--- src/rtl/pipeline_hazard_ctrl.sv ---
// pipeline_hazard_ctrl: front-end PC / IF-ID / ID-EX sequencing for load-use, taken-branch and memory-wait events.
// Define HAZARD_STATS_EN to build the saturating stall/flush statistics counters.
module pipeline_hazard_ctrl #(
    parameter int LOAD_STALL_CYCLES = 1,
    parameter int FLUSH_CYCLES      = 1,
    parameter int STAT_W            = 16
) (
    input  logic              clk,
    input  logic              rst,
    input  logic              id_valid,
    input  logic [3:0]        id_rs1,
    input  logic [3:0]        id_rs2,
    input  logic              id_uses_rs2,
    input  logic              ex_valid,
    input  logic              ex_mem_read,
    input  logic [3:0]        ex_rd,
    input  logic              ex_branch_taken,
    input  logic              mem_busy,
    output logic              pc_en,
    output logic              if_id_en,
    output logic              if_id_flush,
    output logic              id_ex_bubble,
    output logic              ex_en,
    output logic [STAT_W-1:0] stall_cycles,
    output logic [STAT_W-1:0] flush_events
);
    typedef enum logic [1:0] {RUN, LOAD_STALL, FLUSH, MEM_WAIT} state_t;

    // {pc_en, if_id_en, if_id_flush, id_ex_bubble, ex_en}
    localparam logic [4:0] RUN_SET    = 5'b11001;
    localparam logic [4:0] STALL_SET  = 5'b00011;
    localparam logic [4:0] FLUSH_SET  = 5'b11111;
    localparam logic [4:0] FREEZE_SET = 5'b00000;
    localparam logic [4:0] RESET_SET  = 5'b00110;
    localparam logic [3:0] LS_INIT    = 4'(LOAD_STALL_CYCLES - 1);
    localparam logic [3:0] FL_INIT    = 4'(FLUSH_CYCLES - 1);

    state_t     r_state, r_saved, w_next, w_next_saved, w_cur;
    logic [3:0] r_cnt, r_saved_cnt, w_next_cnt, w_next_saved_cnt, w_cur_cnt, w_dec;
    logic       r_ready;
    logic       w_hazard;
    logic [4:0] w_out;

    assign w_hazard = id_valid & ex_valid & ex_mem_read & (ex_rd != 4'd0) &
                      ((id_rs1 == ex_rd) | (id_uses_rs2 & (id_rs2 == ex_rd)));

    // Leaving MEM_WAIT resumes the saved sequence in the same cycle.
    assign w_cur     = (r_state == MEM_WAIT) ? r_saved : r_state;
    assign w_cur_cnt = (r_state == MEM_WAIT) ? r_saved_cnt : r_cnt;
    assign w_dec     = w_cur_cnt - 4'd1;

    always_comb begin
        w_out            = RESET_SET;
        w_next           = r_state;
        w_next_cnt       = r_cnt;
        w_next_saved     = r_saved;
        w_next_saved_cnt = r_saved_cnt;
        if (!r_ready) begin
            w_out = RESET_SET;
        end else if (mem_busy) begin
            w_out = FREEZE_SET;
            if (r_state != MEM_WAIT) begin
                w_next_saved     = r_state;
                w_next_saved_cnt = r_cnt;
                w_next           = MEM_WAIT;
            end
        end else if (ex_branch_taken) begin
            w_out      = FLUSH_SET;
            w_next     = (FLUSH_CYCLES > 1) ? FLUSH : RUN;
            w_next_cnt = FL_INIT;
        end else if (w_hazard && w_cur == RUN) begin
            w_out      = STALL_SET;
            w_next     = (LOAD_STALL_CYCLES > 1) ? LOAD_STALL : RUN;
            w_next_cnt = LS_INIT;
        end else if (w_cur == LOAD_STALL) begin
            w_out      = STALL_SET;
            w_next     = (w_dec == 4'd0) ? RUN : LOAD_STALL;
            w_next_cnt = w_dec;
        end else if (w_cur == FLUSH) begin
            w_out      = FLUSH_SET;
            w_next     = (w_dec == 4'd0) ? RUN : FLUSH;
            w_next_cnt = w_dec;
        end else begin
            w_out      = RUN_SET;
            w_next     = RUN;
            w_next_cnt = 4'd0;
        end
    end

    assign {pc_en, if_id_en, if_id_flush, id_ex_bubble, ex_en} = w_out;

    always_ff @(posedge clk or negedge rst) begin
        if (!rst) begin
            r_state     <= RUN;
            r_cnt       <= 4'd0;
            r_saved     <= RUN;
            r_saved_cnt <= 4'd0;
            r_ready     <= 1'b0;
        end else begin
            r_state     <= w_next;
            r_cnt       <= w_next_cnt;
            r_saved     <= w_next_saved;
            r_saved_cnt <= w_next_saved_cnt;
            r_ready     <= 1'b1;
        end
    end

`ifdef HAZARD_STATS_EN
    logic [STAT_W-1:0] r_stall_cnt, r_flush_cnt;
    logic              w_stall_inc, w_flush_inc;

    assign w_stall_inc = r_ready & (w_out == STALL_SET);
    assign w_flush_inc = r_ready & ~mem_busy & ex_branch_taken;

    always_ff @(posedge clk or negedge rst) begin
        if (!rst) begin
            r_stall_cnt <= '0;
            r_flush_cnt <= '0;
        end else begin
            if (w_stall_inc && r_stall_cnt != '1)
                r_stall_cnt <= r_stall_cnt + 1'b1;
            if (w_flush_inc && r_flush_cnt != '1)
                r_flush_cnt <= r_flush_cnt + 1'b1;
        end
    end

    assign stall_cycles = r_stall_cnt;
    assign flush_events = r_flush_cnt;
`else
    assign stall_cycles = '0;
    assign flush_events = '0;
`endif
endmodule
--- config.mk ---
export PLATFORM = sky130hd
export DESIGN_NAME = pipeline_hazard_ctrl
export DESIGN_NICKNAME = d
export VERILOG_FILES = /design/src/rtl/pipeline_hazard_ctrl.sv
export SDC_FILE = /design/constraint.sdc
export NUM_CORES = 1
export LEC_CHECK = 0
export CELL_PAD_IN_SITES_DETAIL_PLACEMENT = 0
export CELL_PAD_IN_SITES_GLOBAL_PLACEMENT = 1
export CORE_UTILIZATION = 30
export DETAILED_ROUTE_END_ITERATION = 8
export PLACE_DENSITY_LB_ADDON = 0.2
export SLEW_MARGIN = 10
export SYNTH_ARGS = -nofsm -noshare
export SYNTH_HDL_FRONTEND = slang
export SYNTH_SLANG_ARGS = --single-unit
--- constraint.sdc ---
create_clock -name clk -period 8.3 [get_ports clk]
set_input_delay 2.49 -clock clk [delete_from_list [all_inputs] [get_ports clk]]
set_output_delay 2.49 -clock clk [all_outputs]
set_load 0.02 [all_outputs]
==> reports/metrics.csv <==
stage,metric,value,unit
grt,gr usage total,11.37,%
finish,Fillers,369,
clock_tree,root buf cell,clkbuf_8,
logic_synthesis,post-synthesis xor/xnor area fraction,7.769,%
setup_path,crit-path cells,clkdlybuf4s50_1 > or4_4 > nand4_1 > o22ai_2 > or2_1 > o31a_1 > clkdlybuf4s50_1,
setup_path,CP Capture Type,primary output,
logic_synthesis,"Top FF cell, synth",dfrtp_1,
logic_synthesis,YS warnings,0,
finish,diode count,0,
timing,final hold violation count,0,
job,Max-Cap Viols,0,
logic_synthesis,Syn Inst Count,124,
power_and_ir_drop,Peak VDD IR,0.0001133,V
setup_path,CP Data Required Time,5.81,ns
clock_tree,CTS max path bufs,2,
clock_tree,clock sink total,13,
logic_synthesis,async set or reset register ratio after synthesis,100.0,%
detailed_routing,DRT antenna net count,0,
die,core area,3468,µm²
logic_synthesis,"Seq/Total Area, Yosys",28.86,%
finish,area grow syn2layout,18.09,%
logic_synthesis,post-synthesis compound-gate area fraction,13.76,%
finish,"commonest non-fill, non-tap cells in the layout","33 x conb_1, 24 x clkdlybuf4s50_1, 13 x dfrtp_1",
die,# IOs,57,
grt,GRT overflow,0,
clock_tree,# resized after CTS,0,
status,status,"complete, no violations",
finish,"commonest non-fill, non-tap cell in the layout",conb_1,
timing,Final period util,87.59,%
setup_path,Slowest Stage Delay on Critical Path,0.56,ns
detailed_routing,vias post-DR,819,
setup_path,Worst Setup Path Type,primary input to primary output,
placed_design,HPWL after DPL,1746,µm
logic_synthesis,Seq cells post-synth,13,
timing,RSZ-0062 raised after global routing,no,
detailed_routing,DRC,0,
timing,minimum clock period,7.270,ns
setup_path,critical path's most frequent cell,clkdlybuf4s50_1,
placed_design,placed cell area,1286,µm²
detailed_routing,Top Layer Used,met4,
logic_synthesis,number of synthesized flops with an enable pin,0,
finish,fin nets,174,
power_and_ir_drop,Power Density,200.6,nW/µm²
detailed_routing,DR WL/cell,10.82,µm
placed_design,port bufs,24,
detailed_routing,drt pass-1 iters,4,
setup_path,Setup crit start kind,primary input,
clock_tree,# Post-CTS Setup Buffers,0,
logic_synthesis,largest family of logic cells by synthesized area,buffers and inverters,
setup_path,"Data arrival, critical path",4.78,ns
die,die area,4007,µm²
setup_path,CP Buf/Inv Count,2,
grt,largest net degree at the start of global routing,14,
power_and_ir_drop,Pleak,0.0006267,µW
timing,fmax,137.6,MHz
grt,initial antenna violation count,0,
finish,"Design Area, Final",1331,µm²
timing,Slew @ Worst Pin,0.5934,ns
clock_tree,CTS buffer count,3,
timing,slew margin rel.,60.32,%
detailed_routing,met1 WL,971,µm
detailed_routing,metal2 WL,1006,µm
grt,first-pass GRT wire length,3484,µm
timing,"Slew Viols, Final",0,
grt,vias in the first global route,754,
die,Row Count,21,
logic_synthesis,synth unique cells,38,
placed_design,GPL Wtd Cong,0.7815,
setup_path,Crit-path slowest cell,or4_4,
detailed_routing,Avg Vias per Cell,4.222,
timing,setup TNS,0,ns
setup_path,maximum fanout along the worst path,4,
clock_tree,CTS tree,yes,
die,Die Wd,63.30,µm
timing,Final setup viols,0,
setup_path,r2r setup slk,6.22,ns
detailed_routing,initial DRC count,6,
min_path,Tightest Hold Check Type,flop to flop,
die,initial core utilization,32.50,%
detailed_routing,Routed WL,2100,µm
setup_path,"CP delay by family, top",buffers and inverters,
logic_synthesis,Mean Syn Cell Area,9.091,µm²
logic_synthesis,Synth Area in Simple Gates,11.10,%
power_and_ir_drop,power consumption,267.0,µW
die,die height,63.30,µm
clock_tree,H-tree depth,1,
detailed_routing,metal3 WL,98,µm
clock_tree,hold_buf cts,0,
logic_synthesis,mux contribution to synthesized area,6.659,%
finish,share of cells above drive strength 1,6.081,%
logic_synthesis,Adder-Cell Fraction of Synth Area,5.549,%
logic_synthesis,Netlist Area Pre-Place,1127,µm²
timing,clock skew,0.0007387,ns
clock_tree,"Clk pin slew, worst setup/hold paths",0.05,ns
clock_tree,clock latency on the worst-skew pair,0.24,ns
per-stage QoR:
step                cells  setup slack (ns)  util (%)  hold WS [ns]
floorplan             155             2.059         -        0.4546
CTS                   194             1.028     38.38        0.4861
detailed placement    190             1.038     37.09        0.4742
global placement      190             1.051     37.09        0.4670
finish                194             1.030     38.38        0.4821
global route          194            0.9374     38.38        0.5017
registers in the layout (all words and copies together) (netlist names):
name / flops
r_saved: 2
r_ready: 1
r_state: 2
r_saved_cnt: 4
r_cnt: 4
path summary, 6_finish.rpt:
| check | cells past startpoint | end | startpoint |
|---|---|---|---|
| setup / recovery | 7 | id_ex_bubble | ex_rd[0] |
| hold / removal | 1 | r_saved[1] | r_saved[1] |
| setup reg to reg | 8 | r_cnt[3] | r_state[1] |
| hold reg to reg | 1 | r_saved[1] | r_saved[1] |
| max in group asynchronous | 1 | r_saved[1] | rst |
| min in group asynchronous | 1 | r_saved_cnt[1] | rst |
kinds of logic (layout without fill, tap and decap cells):
kind of cell    Yosys count  after routing
compound gates           21             21
xor+xnor                 10             10
fa+ha+maj                 5              5
buf+inv                  44             37
flops                    13             13
mux                       7              7
other cells               2             33
simple gates             22             22
cell type report:
class | count | area, µm² | area share [%]
Tap cell | 46 | 57.56 | 4.323
Clock buffer | 4 | 45.04 | 3.383
Timing Repair Buffer | 24 | 240.2 | 18.05
Sequential cell | 13 | 325.3 | 24.44
Inverter | 9 | 33.78 | 2.538
Multi-Input combinational cell | 98 | 629.4 | 47.27
cells in the mapped netlist (2+ instances only):
library cell,instances,area share [%]
conb_1,2,0.67
xnor2_1,9,7.0
clkbuf_1,2,0.67
nor3_1,2,0.89
nand2_1,4,1.3
inv_1,9,3.0
nor2_1,5,1.7
buf_4,33,22
nand4_1,2,1.1
o21ai_0,4,1.8
a21oi_1,2,0.89
mux2_2,4,4.0
a22o_1,3,2.3
mux2i_1,3,2.7
ha_1,5,5.5
dfrtp_1,13,29
per-layer routing:
layer	vias to the layer above	track usage, %
met5	-	0
met3	4	3.442
met1	380	14.87
li1	409	-
met2	26	17.47
met4	0	4.261
where the power goes:
part | switching [µW] | leakage, µW | total, µW | internal [µW]
sequential | 17.1 | 0.000164 | 99.8 | 82.7
clock | 22.8 | 0.0000228 | 56.7 | 34.0
combinational | 57.6 | 0.000440 | 110 | 52.9
Power figures use the tool's default switching activity.
